$ cat src/rtl/overlay_pkg.sv
// Shared types for the overlay fetch arbiter: FSM states and the 4-4-4-4 overlay pixel.
package overlay_pkg;

    localparam int PIX_W = 16;

    typedef enum logic [2:0] {
        IDLE    = 3'd0,
        WR_REQ  = 3'd1,
        WR_WAIT = 3'd2,
        RD_REQ  = 3'd3,
        RD_WAIT = 3'd4
    } fsm_e;

    typedef struct packed {
        logic [3:0] a;
        logic [3:0] b;
        logic [3:0] g;
        logic [3:0] r;
    } ovl_pix_t;

endpackage

$ cat src/rtl/overlay_fifo.sv
// First-word-fall-through prefetch FIFO; flush empties it in one cycle and beats push/pop.
module overlay_fifo #(
    parameter int DEPTH = 8,
    parameter int WIDTH = 32
) (
    input  logic                     clk,
    input  logic                     reset,
    input  logic                     flush,
    input  logic                     push,
    input  logic [WIDTH-1:0]         din,
    input  logic                     pop,
    output logic [WIDTH-1:0]         dout,
    output logic [$clog2(DEPTH):0]   count,
    output logic                     empty,
    output logic                     full
);
    localparam int PTR_W = $clog2(DEPTH);
    localparam logic [PTR_W:0] L_DEPTH = (PTR_W+1)'(DEPTH);

    logic [WIDTH-1:0] r_mem [DEPTH];
    logic [PTR_W-1:0] r_wr_ptr;
    logic [PTR_W-1:0] r_rd_ptr;
    logic [PTR_W:0]   r_count;
    logic             w_do_push;
    logic             w_do_pop;

    assign empty     = (r_count == '0);
    assign full      = (r_count == L_DEPTH);
    assign count     = r_count;
    assign dout      = r_mem[r_rd_ptr];
    assign w_do_push = push & ~full;
    assign w_do_pop  = pop & ~empty;

    // Storage array, written only on an accepted push.
    always_ff @(posedge clk) begin
        if (w_do_push) begin
            r_mem[r_wr_ptr] <= din;
        end
    end

    // Pointers and occupancy; power-of-two depth lets the pointers wrap naturally.
    always_ff @(posedge clk) begin
        if (reset || flush) begin
            r_wr_ptr <= '0;
            r_rd_ptr <= '0;
            r_count  <= '0;
        end else begin
            if (w_do_push) begin
                r_wr_ptr <= r_wr_ptr + 1'b1;
            end
            if (w_do_pop) begin
                r_rd_ptr <= r_rd_ptr + 1'b1;
            end
            case ({w_do_push, w_do_pop})
                2'b10:   r_count <= r_count + 1'b1;
                2'b01:   r_count <= r_count - 1'b1;
                default: r_count <= r_count;
            endcase
        end
    end

endmodule

$ cat src/rtl/overlay_fetch_arbiter.sv
// Single-channel SDRAM arbiter for overlay download writes and per-pixel prefetch reads.
// Optional per-frame statistics outputs are built when OVERLAY_STATS_EN is defined.
module overlay_fetch_arbiter
    import overlay_pkg::*;
#(
    parameter int FIFO_DEPTH = 8,
    parameter int ADDR_W     = 24
) (
    input  logic              clk_sys,
    input  logic              reset,
    input  logic              enable,
    input  logic              ce_pix,
    input  logic              hblank,
    input  logic              vblank,
    input  logic              dl_active,
    input  logic              dl_wr,
    input  logic [24:0]       dl_addr,
    input  logic [7:0]        dl_data,
    output logic              sd_req,
    output logic              sd_rnw,
    output logic [ADDR_W-1:0] sd_addr,
    output logic [15:0]       sd_din,
    input  logic [31:0]       sd_dout,
    input  logic              sd_ack,
    output logic [PIX_W-1:0]  pix_data,
    output logic              underrun,
    output logic              dl_overrun
`ifdef OVERLAY_STATS_EN
    ,
    output logic [15:0]       stat_underruns,
    output logic [15:0]       stat_reads
`endif
);
    localparam int CNT_W = $clog2(FIFO_DEPTH) + 1;
    localparam logic [CNT_W:0]    L_DEPTH   = (CNT_W+1)'(FIFO_DEPTH);
    localparam logic [ADDR_W-1:0] L_RD_STEP = ADDR_W'(2);

    fsm_e              r_state;
    fsm_e              w_state_nxt;
    logic              r_vblank_d;
    logic              r_dl_active_d;
    logic [7:0]        r_lo_byte;
    logic              r_wr_pending;
    logic [ADDR_W-1:0] r_wr_addr;
    logic [15:0]       r_wr_data;
    logic [ADDR_W-1:0] r_rd_addr;
    logic              r_discard;
    logic              r_sd_req;
    logic              r_sd_rnw;
    logic [ADDR_W-1:0] r_sd_addr;
    logic [15:0]       r_sd_din;
    ovl_pix_t          r_pix;
    logic              r_half_sel;
    logic              r_underrun;
    logic              r_dl_overrun;

    logic              w_frame_start;
    logic              w_dl_start;
    logic              w_flush;
    logic              w_issue_wr;
    logic              w_issue_rd;
    logic              w_outstanding;
    logic [CNT_W:0]    w_fill;
    logic              w_pix_en;
    logic              w_push;
    logic              w_pop;
    logic              w_empty;
    logic              w_full;
    logic [31:0]       w_fifo_dout;
    logic [CNT_W-1:0]  w_count;

    assign w_frame_start = vblank & ~r_vblank_d;
    assign w_dl_start    = dl_active & ~r_dl_active_d;
    assign w_flush       = w_frame_start | w_dl_start;
    assign w_outstanding = ((r_state == RD_REQ) || (r_state == RD_WAIT)) && !r_discard;
    assign w_fill        = {1'b0, w_count} + {{CNT_W{1'b0}}, w_outstanding};
    assign w_pix_en      = ce_pix & ~hblank & ~vblank & enable & ~dl_active;
    // A flush in the ack cycle wins, so that read's data never lands in the new frame.
    assign w_push        = (r_state == RD_WAIT) & sd_ack & ~r_discard & ~w_flush;
    assign w_pop         = w_pix_en & ~w_empty & r_half_sel;

    assign sd_req     = r_sd_req;
    assign sd_rnw     = r_sd_rnw;
    assign sd_addr    = r_sd_addr;
    assign sd_din     = r_sd_din;
    assign pix_data   = r_pix;
    assign underrun   = r_underrun;
    assign dl_overrun = r_dl_overrun;

    overlay_fifo #(
        .DEPTH (FIFO_DEPTH),
        .WIDTH (32)
    ) u_fifo (
        .clk   (clk_sys),
        .reset (reset),
        .flush (w_flush),
        .push  (w_push),
        .din   (sd_dout),
        .pop   (w_pop),
        .dout  (w_fifo_dout),
        .count (w_count),
        .empty (w_empty),
        .full  (w_full)
    );

    // Edge detectors for frame start and download start.
    always_ff @(posedge clk_sys) begin
        if (reset) begin
            r_vblank_d    <= 1'b0;
            r_dl_active_d <= 1'b0;
        end else begin
            r_vblank_d    <= vblank;
            r_dl_active_d <= dl_active;
        end
    end

    // Next-state logic; new reads are held off in a flush cycle so they use the restarted address.
    always_comb begin
        w_state_nxt = r_state;
        w_issue_wr  = 1'b0;
        w_issue_rd  = 1'b0;
        case (r_state)
            IDLE: begin
                if (r_wr_pending) begin
                    w_state_nxt = WR_REQ;
                    w_issue_wr  = 1'b1;
                end else if (enable && !dl_active && !w_flush && !w_full && (w_fill < L_DEPTH)) begin
                    w_state_nxt = RD_REQ;
                    w_issue_rd  = 1'b1;
                end else begin
                    w_state_nxt = IDLE;
                end
            end
            WR_REQ:  w_state_nxt = WR_WAIT;
            WR_WAIT: w_state_nxt = sd_ack ? IDLE : WR_WAIT;
            RD_REQ:  w_state_nxt = RD_WAIT;
            RD_WAIT: w_state_nxt = sd_ack ? IDLE : RD_WAIT;
            default: w_state_nxt = IDLE;
        endcase
    end

    // State register and registered SDRAM command; sd_req is high exactly while in a *_REQ state.
    always_ff @(posedge clk_sys) begin
        if (reset) begin
            r_state   <= IDLE;
            r_sd_req  <= 1'b0;
            r_sd_rnw  <= 1'b0;
            r_sd_addr <= '0;
            r_sd_din  <= '0;
            r_rd_addr <= '0;
            r_discard <= 1'b0;
        end else begin
            r_state  <= w_state_nxt;
            r_sd_req <= w_issue_wr | w_issue_rd;
            if (w_issue_wr) begin
                r_sd_rnw  <= 1'b0;
                r_sd_addr <= r_wr_addr;
                r_sd_din  <= r_wr_data;
            end else if (w_issue_rd) begin
                r_sd_rnw  <= 1'b1;
                r_sd_addr <= r_rd_addr;
            end
            if (w_frame_start) begin
                r_rd_addr <= '0;
            end else if (w_issue_rd) begin
                r_rd_addr <= r_rd_addr + L_RD_STEP;
            end
            if ((r_state == RD_WAIT) && sd_ack) begin
                r_discard <= 1'b0;
            end else if (w_flush && ((r_state == RD_REQ) || (r_state == RD_WAIT))) begin
                r_discard <= 1'b1;
            end
        end
    end

    // Download byte packing into 16-bit words with a single pending-write slot.
    always_ff @(posedge clk_sys) begin
        if (reset) begin
            r_lo_byte    <= '0;
            r_wr_pending <= 1'b0;
            r_wr_addr    <= '0;
            r_wr_data    <= '0;
            r_dl_overrun <= 1'b0;
        end else begin
            if ((r_state == WR_WAIT) && sd_ack) begin
                r_wr_pending <= 1'b0;
            end
            if (w_dl_start) begin
                r_dl_overrun <= 1'b0;
            end
            if (dl_wr && !dl_addr[0]) begin
                r_lo_byte <= dl_data;
            end else if (dl_wr && r_wr_pending) begin
                r_dl_overrun <= 1'b1;
            end else if (dl_wr) begin
                r_wr_data    <= {dl_data, r_lo_byte};
                r_wr_addr    <= ADDR_W'(dl_addr[24:1]);
                r_wr_pending <= 1'b1;
            end
        end
    end

    // Pixel output: low half then high half of each FIFO word, popping after the high half.
    always_ff @(posedge clk_sys) begin
        if (reset) begin
            r_pix      <= '0;
            r_half_sel <= 1'b0;
            r_underrun <= 1'b0;
        end else begin
            if (w_pix_en) begin
                if (!w_empty) begin
                    r_pix      <= r_half_sel ? ovl_pix_t'(w_fifo_dout[31:16])
                                             : ovl_pix_t'(w_fifo_dout[15:0]);
                    r_half_sel <= ~r_half_sel;
                end else begin
                    r_pix      <= '0;
                    r_underrun <= 1'b1;
                end
            end else if (!enable || dl_active) begin
                r_pix <= '0;
            end
            if (w_frame_start) begin
                r_half_sel <= 1'b0;
                r_underrun <= 1'b0;
            end
        end
    end

`ifdef OVERLAY_STATS_EN
    logic [15:0] r_stat_underruns;
    logic [15:0] r_stat_reads;

    assign stat_underruns = r_stat_underruns;
    assign stat_reads     = r_stat_reads;

    // Per-frame saturating counters of underrun pixels and issued reads.
    always_ff @(posedge clk_sys) begin
        if (reset || w_frame_start) begin
            r_stat_underruns <= '0;
            r_stat_reads     <= '0;
        end else begin
            if (w_pix_en && w_empty && (r_stat_underruns != 16'hFFFF)) begin
                r_stat_underruns <= r_stat_underruns + 16'd1;
            end
            if (w_issue_rd && (r_stat_reads != 16'hFFFF)) begin
                r_stat_reads <= r_stat_reads + 16'd1;
            end
        end
    end
`endif

endmodule
$ cat config.mk
export PLATFORM = sky130hd
export DESIGN_NAME = overlay_fetch_arbiter
export DESIGN_NICKNAME = d
export VERILOG_FILES = /design/src/rtl/overlay_pkg.sv /design/src/rtl/overlay_fifo.sv /design/src/rtl/overlay_fetch_arbiter.sv
export SDC_FILE = /design/constraint.sdc
export NUM_CORES = 1
export LEC_CHECK = 0
export ABC_AREA = 1
export ABC_CLOCK_PERIOD_IN_PS = 12700
export CAP_MARGIN = 20
export CORE_MARGIN = 2
export CORE_UTILIZATION = 53
export DETAILED_ROUTE_END_ITERATION = 12
export GPL_TIMING_DRIVEN = 1
export PLACE_DENSITY = 0.75
export SYNTH_ARGS = -nofsm -noshare
export SYNTH_HDL_FRONTEND = slang
export SYNTH_SLANG_ARGS = --single-unit
$ cat constraint.sdc
create_clock -name clk_sys -period 12.7 [get_ports clk_sys]
set_input_delay 3.81 -clock clk_sys [delete_from_list [all_inputs] [get_ports clk_sys]]
set_output_delay 3.81 -clock clk_sys [all_outputs]
set_load 0.01 [all_outputs]
==> results.txt, run 1 <==
----------------------------------------------------
[Die]
  Die area ... 33000 um^2
  Die outline width ... 182 um
  Core Footprint ... 31300 um^2
  Count of boundary I/O pins ... 134
  Die Ht ... 182 um
  Row Count ... 65
  Effective utilization at floorplan ... 0.534

[STA]
  Tmin final ... 6.06 ns
  Slew headroom ... 0.345
  Total negative setup slack ... 0 ns
  Final-report max-slew violation count ... 0
  Hold Fails Final Rpt ... 0
  Peak Freq ... 165 MHz
  RSZ-0062 raised after global routing ... no
  Number of failing setup endpoints in the final timing report ... 0
  Worst path setup slack after routing ... 6.64 ns
  Largest clock skew in the final design ... 0.0206 ns
  Worst Max-Slew Pin Slew ... 0.982 ns
  Final clock period utilization by the worst path ... 0.477

[Clocking]
  Number of buffers between clock root and the deepest sink ... 3
  Worst-Skew Late Latency ... 0.55 ns
  H-tree lvl count ... 2
  CTS Hold Bufs ... 0
  CTS root buffer ... sky130_fd_sc_hd__clkbuf_16
  Clk sinks ... 408
  Clock tree from TritonCTS ... built
  Cts bufs inserted ... 42
  Post-CTS setup repair buffer count ... 0
  Clock transition time at the flip-flop clock pins of the worst setup and hold paths ... 0.06 ns
  Number of instances resized during post-cts repair ... 0

[Power]
  P per Cell Area ... 141 nW/um^2
  Part of the total power dissipated in combinational logic ... 0.044
  Part of the total power dissipated in sequential elements ... 0.519
  Clock network power share ... 0.437
  Switching power ... 0.584 mW
  Net switching share of the total power ... 0.211
  Cell leakage power ... 7.43 nW
  Worst ir drop on vdd ... 0.117 mV
  Design internal power ... 2.19 mW

[Worst setup path]
  Type of origin of the critical path ... primary input
  Crit path capture type ... flop
  Reg2reg end ... u_fifo.count[2]$_SDFFE_PP0P_
  Endpoint arrival time on the critical path ... 6.26 ns
  Required time of the critical path ... 12.90 ns
  Critical Path End ... u_fifo.r_mem[4][24]$_DFFE_PP_
  Reg2reg start ... r_half_sel$_SDFFE_PP0N_
  Crit-path max FO ... 24
  Classification of the worst setup path ... in2reg
  Beginning of the critical path ... dl_active
  Worst reg2reg path depth ... 9
  Register-to-Register Setup Slack ... 9.68 ns

[Placement]
  IO Port Bufs ... 133
  Final estimated routing congestion in global placement ... 0.794
  Worst Setup Slack post-DPL ... 6.08 ns
  Hpwl dp ... 22500 um

[Flow run]
  Max-cap viol count ... 0

[Route]
  Highest metal layer used by the detailed router ... met5
  Drt via density ... 5.33
  Final ANT Viol Nets ... 0
  Routed wire per std cell ... 16.7 um
  TritonRoute pass-1 iters ... 5
  Initial drt markers ... 1034
  # DRC ... 0
  Routed via count ... 12200
  Met1 layer wirelength in the final routing ... 16200 um
  Met3 wire len ... 2090 um
  Met2 wire len ... 18900 um
  Total detailed-routing wirelength ... 38300 um

[Global routing]
  Wire length of the first global-routing pass ... 61400 um
  Maximum number of pins on one net before global-route repair ... 85
  Vias in the first global route ... 12000
  Overall global routing resource usage ... 0.232
  Number of antenna violations at the first check in global routing ... 1
  Total congestion overflow ... 0

[Logic synthesis]
  Mapped cell area ... 16700 um^2
  Synthesized netlist net count ... 1835
  Number of distinct library cells after synthesis ... 35
  Most area-consuming cells after synthesis ... sky130_fd_sc_hd__edfxtp_1 (46%), sky130_fd_sc_hd__dfxtp_1 (18%), sky130_fd_sc_hd__nand2_1 (7.3%)
  Count of warnings emitted by yosys ... 0
  Area leader, netlist ... sky130_fd_sc_hd__edfxtp_1
  Part of the Yosys area used for sequential elements ... 0.641
  Synth top area share ... 0.460
  Mean Syn Cell Area ... 9.53 um^2
  Number of instances in the synthesized netlist ... 1755
  Seq cells post-synth ... 408

[Min path]
  Min-delay worst type ... reg2reg

[Finish]
  Layout cells sized above 1 ... 0.0633
  Antenna diodes ... 0
  Count of nets after finishing ... 1942
  Area growth from synthesis to layout ... 17.8%

[Outcome]
  Run status ... completed

----------------------------------------------------
worst max-delay path, stage by stage:
cell                              delay, ns
sky130_fd_sc_hd__clkdlybuf4s50_1       0.45
sky130_fd_sc_hd__nand2_1               0.10
sky130_fd_sc_hd__o21ai_1               0.11
sky130_fd_sc_hd__inv_1                 0.09
sky130_fd_sc_hd__nand2_1               0.07
sky130_fd_sc_hd__nor2_2                0.22
sky130_fd_sc_hd__nand2_1               0.23
sky130_fd_sc_hd__nor3_2                0.66
sky130_fd_sc_hd__buf_4                 0.50
per-stage QoR:
step	power [mW]	hold slack, ns	area, um^2	instances	utilization
final	2.77	0.449	19700	2298	0.629
after floorplan	1.52	0.424	16700	1755	-
after global placement	1.58	0.434	18300	2218	0.584
after detailed placement	1.59	0.439	18300	2218	0.584
after CTS	2.79	0.448	19700	2296	0.628
after global routing	2.86	0.470	19700	2298	0.629
layout by cell type (no fill, tap or decap), types with 7 or more instances in the layout:
cell type                         instances
sky130_fd_sc_hd__a21oi_1                 69
sky130_fd_sc_hd__buf_4                   17
sky130_fd_sc_hd__clkbuf_1                15
sky130_fd_sc_hd__clkbuf_16               42
sky130_fd_sc_hd__clkbuf_8                 8
sky130_fd_sc_hd__clkdlybuf4s50_1        133
sky130_fd_sc_hd__dfxtp_1                150
sky130_fd_sc_hd__edfxtp_1               256
sky130_fd_sc_hd__inv_1                  176
sky130_fd_sc_hd__nand2_1                325
sky130_fd_sc_hd__nand2_2                  7
sky130_fd_sc_hd__nand3_1                164
sky130_fd_sc_hd__nor2_1                 271
sky130_fd_sc_hd__nor3_1                   9
sky130_fd_sc_hd__nor3_2                   9
sky130_fd_sc_hd__o211ai_1                13
sky130_fd_sc_hd__o21ai_0                156
sky130_fd_sc_hd__xor2_1                   7
cells by family after synthesis:
logic type,share of synthesized area
simple gates,0.203
flops,0.641
buf+inv,0.0687
compound gates,0.0764
xor+xnor,0.00576
fa+ha+maj,0.00449
sequential cells by signal (all words and copies together), names as in the netlist, 3 cells and up, named ones only:
| register | flops |
|---|---|
| r_wr_addr | 24 |
| pix_data | 16 |
| r_state | 3 |
| u_fifo.count | 4 |
| r_lo_byte | 8 |
| r_wr_data | 16 |
| sd_addr | 24 |
| sd_din | 16 |
| u_fifo.r_mem | 256 |
| u_fifo.r_wr_ptr | 3 |
| u_fifo.r_rd_ptr | 3 |
| r_rd_addr | 23 |
Yosys cell counts:
cell                         n
sky130_fd_sc_hd__buf_4       7
sky130_fd_sc_hd__nor2_2      6
sky130_fd_sc_hd__buf_2      28
sky130_fd_sc_hd__nand4_1     3
sky130_fd_sc_hd__nand3_2     2
sky130_fd_sc_hd__a21oi_1    69
sky130_fd_sc_hd__nor2_4      4
sky130_fd_sc_hd__o21a_1      1
sky130_fd_sc_hd__nand3b_1    4
sky130_fd_sc_hd__nor3b_1     1
sky130_fd_sc_hd__inv_4       1
sky130_fd_sc_hd__edfxtp_1  256
sky130_fd_sc_hd__buf_6       8
sky130_fd_sc_hd__o211a_1     1
sky130_fd_sc_hd__nand2_2     7
sky130_fd_sc_hd__nor2_1    273
sky130_fd_sc_hd__dfxtp_1   152
sky130_fd_sc_hd__o21ai_0   156
sky130_fd_sc_hd__clkbuf_1   41
sky130_fd_sc_hd__xnor2_1     4
sky130_fd_sc_hd__nor3_4      1
sky130_fd_sc_hd__ha_1        6
sky130_fd_sc_hd__inv_2       4
sky130_fd_sc_hd__o211ai_1   13
sky130_fd_sc_hd__buf_1       5
sky130_fd_sc_hd__o22ai_1     1
sky130_fd_sc_hd__inv_1     177
sky130_fd_sc_hd__nand2_1   325
sky130_fd_sc_hd__nor3_2      3
sky130_fd_sc_hd__o21ai_1     6
sky130_fd_sc_hd__clkinv_1    2
sky130_fd_sc_hd__nor3_1     15
sky130_fd_sc_hd__nor4_1      2
sky130_fd_sc_hd__nand3_1   164
sky130_fd_sc_hd__xor2_1      7
power by group through the flow:
stage	Sequential (mW)	Clock [mW]	Combinational [mW]
6_report	1.44	1.21	0.122
2_1_floorplan	1.47	0	0.0508
3_5_place_dp	1.47	0	0.121
5_1_grt	1.44	1.29	0.134
4_1_cts	1.44	1.23	0.122
3_3_place_gp	1.47	0	0.118
final cells by class:
| type | instances | area, um^2 |
|---|---|---|
| inverter | 184 | 693 |
| fill | 2435 | 11600 |
| timing repair buffer | 152 | 1500 |
| clock inverter | 13 | 159 |
| multi-input combinational | 1074 | 4900 |
| tap | 402 | 503 |
| sequential | 408 | 10700 |
| clock buffer | 65 | 1220 |
layer usage:
layer  global-route usage  vias to the layer above
met2                0.402                      346
met5                    0                        -
li1                     -                     6005
met3               0.0383                       77
met4               0.0855                        2
met1                0.296                     5807
worst min-delay path by stage:
stage / startpoint / to / depth (start not counted)
floorplan: r_wr_addr[1]$_SDFFE_PP0P_ / r_wr_addr[1]$_SDFFE_PP0P_ / 2
global placement: r_wr_addr[18]$_SDFFE_PP0P_ / r_wr_addr[18]$_SDFFE_PP0P_ / 2
detailed placement: r_wr_addr[21]$_SDFFE_PP0P_ / r_wr_addr[21]$_SDFFE_PP0P_ / 2
CTS: r_wr_addr[21]$_SDFFE_PP0P_ / r_wr_addr[21]$_SDFFE_PP0P_ / 2
global route: r_wr_data[5]$_SDFFE_PP0P_ / sd_din[5]$_SDFFE_PP0P_ / 2
finish: r_wr_addr[21]$_SDFFE_PP0P_ / r_wr_addr[21]$_SDFFE_PP0P_ / 2
Note: power is estimated with default switching activity, not from simulation.
==> run 2: changes to the inputs <==
- ABC_CLOCK_PERIOD_IN_PS: 12700 -> 6300
- clock period: 12.7 -> 6.3 ns (I/O delays scaled with it)
==> results.txt, run 2 (synthesis results as in run 1) <==
----------------------------------------------------
[Clocking]
  H-tree lvl count ... 2 (unchanged)
  CTS Hold Bufs ... 0 (unchanged)
  Worst-Skew Late Latency ... 0.55 ns (about the same)
  Number of buffers between clock root and the deepest sink ... 3 (unchanged)
  CTS root buffer ... sky130_fd_sc_hd__clkbuf_16
  Clock tree from TritonCTS ... built
  Post-CTS setup repair buffer count ... 0 (unchanged)
  Clock transition time at the flip-flop clock pins of the worst setup and hold paths ... 0.06 ns (about the same)
  Cts bufs inserted ... 42 (unchanged)
  Clk sinks ... 408 (unchanged)
  Number of instances resized during post-cts repair ... 0 (unchanged)

[Finish]
  Register with the most flip-flops ... u_fifo.r_mem
  Most common cell after layout, fill and taps aside ... sky130_fd_sc_hd__nand2_1
  Flip-flop count of the largest register after layout ... 256 (unchanged)
  Area growth from synthesis to layout ... 17.6%
  Layout cells sized above 1 ... 0.0622 (-0.00109)
  Total area of sequential cells ... 10700 um^2 (unchanged)
  FILL cells ... 2444 (+0.37%)
  Final core utilization ... 0.628 (-0.00116)
  Total area of multi-input combinational cells ... 4900 um^2 (unchanged)
  Most used cells in the layout excluding fill and tap cells ... sky130_fd_sc_hd__nand2_1 (325), sky130_fd_sc_hd__nor2_1 (271), sky130_fd_sc_hd__edfxtp_1 (256), sky130_fd_sc_hd__inv_1 (176), sky130_fd_sc_hd__nand3_1 (164)
  Count of nets after finishing ... 1943 (+0.051%)
  Antenna diodes ... 0 (unchanged)
  Design area ... 19700 um^2 (-0.18%)

[Power]
  Overall power consumption ... 5.54 mW (+100%)
  Worst ir drop on vdd ... 0.304 mV (+160%)
  P per Cell Area ... 282 nW/um^2 (+100%)
  Cell leakage power ... 7.41 nW (-0.24%)

[Global routing]
  Number of antenna violations at the first check in global routing ... 0 (-1)
  Vias in the first global route ... 11900 (-0.50%)
  Overall global routing resource usage ... 0.232 (-0.000712)
  Total congestion overflow ... 0 (unchanged)
  Wire length of the first global-routing pass ... 61300 um (-0.14%)
  Maximum number of pins on one net before global-route repair ... 114 (+34%)

[Placement]
  Hpwl dp ... 22500 um (-0.21%)
  IO Port Bufs ... 133 (unchanged)
  Post-placement cell area ... 18300 um^2 (about the same)
  Final estimated routing congestion in global placement ... 0.776 (-2.3%)

[Worst setup path]
  Endpoint arrival time on the critical path ... 4.53 ns (-1.73 ns)
  Required time of the critical path ... 6.73 ns (-6.17 ns)
  Reg2reg start ... r_half_sel$_SDFFE_PP0N_
  Reg2reg end ... u_fifo.count[2]$_SDFFE_PP0P_
  Classification of the worst setup path ... in2reg
  Beginning of the critical path ... dl_active
  Critical Path End ... u_fifo.count[2]$_SDFFE_PP0P_
  Crit path capture type ... flop
  Type of origin of the critical path ... primary input
  Worst reg2reg path depth ... 9 (unchanged)
  Crit-path max FO ... 15 (-38%)
  Register-to-Register Setup Slack ... 3.27 ns (-6.41 ns)

[Route]
  Total detailed-routing wirelength ... 38400 um (+0.16%)
  Routed via count ... 12200 (-0.53%)
  # DRC ... 0 (unchanged)
  Final ANT Viol Nets ... 0 (unchanged)
  Routed wire per std cell ... 16.7 um (+0.11%)
  Drt via density ... 5.29 (-0.57%)
  TritonRoute pass-1 iters ... 6 (+1)
  Initial drt markers ... 904 (-13%)

[Flow run]
  Max-cap viol count ... 0 (unchanged)

[Outcome]
  Run status ... completed

[STA]
  Tmin final ... 4.10 ns
  Hold Fails Final Rpt ... 0 (unchanged)
  Number of failing setup endpoints in the final timing report ... 0 (unchanged)
  Largest clock skew in the final design ... 0.0197 ns (-0.000961 ns)
  Worst Max-Slew Pin Slew ... 1.12 ns (+0.138 ns)
  Peak Freq ... 244 MHz
  Slew headroom ... 0.252 (-0.0928)
  RSZ-0062 raised after global routing ... no
  Final clock period utilization by the worst path ... 0.651
  Final-report max-slew violation count ... 0 (unchanged)
  Total negative setup slack ... 0 ns (unchanged)

[Die]
  Core Footprint ... 31300 um^2 (unchanged)
  Effective utilization at floorplan ... 0.534 (unchanged)
  Row Count ... 65 (unchanged)
  Die Ht ... 182 um (unchanged)
  Die outline width ... 182 um (unchanged)
  Count of boundary I/O pins ... 134 (unchanged)
  Die area ... 33000 um^2 (unchanged)

[Min path]
  Min-delay worst type ... reg2reg

----------------------------------------------------
-- run 2: changes by cell type in the layout (fill, tap and decap cells not counted), sizes merged --
cell / before / now
buf: 19 / 20
clkinvlp: 0 / 1
clkbuf: 65 / 64
-- run 2: final cells by class --
cell class                 count  area share
multi-input combinational   1074       0.249
sequential                   408       0.546
clock buffer                  64      0.0607
inverter                     184      0.0352
clock inverter                14     0.00732
timing repair buffer         153      0.0763
tap                          402      0.0256
-- run 2: layer usage --
| metal | up-vias | track usage | part of all wire |
|---|---|---|---|
| met1 | 5734 | 0.300 | 0.42 |
| met3 | 68 | 0.0335 | 0.059 |
| li1 | 6002 | - | - |
| met5 | - | 0 | 0 |
| met2 | 368 | 0.405 | 0.50 |
| met4 | 0 | 0.0732 | 0.024 |
-- run 2: power by group --
group | switching [mW] | internal [mW]
logic | 0.141 | 0.103
registers | 0.0209 | 2.88
clock network | 1.00 | 1.40
total | 1.17 | 4.38
-- run 2: worst min-delay path by stage --
stage / startpoint / end / slack (ns) / depth (start not counted)
3_3_place_gp: r_wr_addr[11]$_SDFFE_PP0P_ / r_wr_addr[11]$_SDFFE_PP0P_ / 0.43 / 2
4_1_cts: r_wr_addr[18]$_SDFFE_PP0P_ / r_wr_addr[18]$_SDFFE_PP0P_ / 0.45 / 2
3_5_place_dp: r_wr_addr[18]$_SDFFE_PP0P_ / r_wr_addr[18]$_SDFFE_PP0P_ / 0.44 / 2
2_1_floorplan: r_wr_addr[1]$_SDFFE_PP0P_ / r_wr_addr[1]$_SDFFE_PP0P_ / 0.42 / 2
6_report: r_wr_addr[20]$_SDFFE_PP0P_ / r_wr_addr[20]$_SDFFE_PP0P_ / 0.45 / 2
5_1_grt: r_wr_data[6]$_SDFFE_PP0P_ / sd_din[6]$_SDFFE_PP0P_ / 0.46 / 2
-- run 2: worst max-delay path: stages --
cell	delay (ns)
sky130_fd_sc_hd__clkdlybuf4s50_1	0.45
sky130_fd_sc_hd__nor2_2	0.17
sky130_fd_sc_hd__inv_1	0.05
sky130_fd_sc_hd__nor2_1	0.23
sky130_fd_sc_hd__nand2_2	0.14
sky130_fd_sc_hd__nor2_4	0.37
sky130_fd_sc_hd__ha_1	0.31
sky130_fd_sc_hd__xor2_1	0.27
sky130_fd_sc_hd__ha_1	0.21
sky130_fd_sc_hd__a21oi_1	0.05
sky130_fd_sc_hd__xnor2_1	0.14
sky130_fd_sc_hd__o21ai_0	0.19
sky130_fd_sc_hd__inv_1	0.06
-- run 2: metrics by stage --
stage,setup WS (ns),hold slack (ns),cells
2_1_floorplan,1.12,0.424,1755
3_3_place_gp,1.82,0.434,2220
3_5_place_dp,1.72,0.441,2220
4_1_cts,2.26,0.450,2298
5_1_grt,2.05,0.463,2299
6_report,2.20,0.449,2299
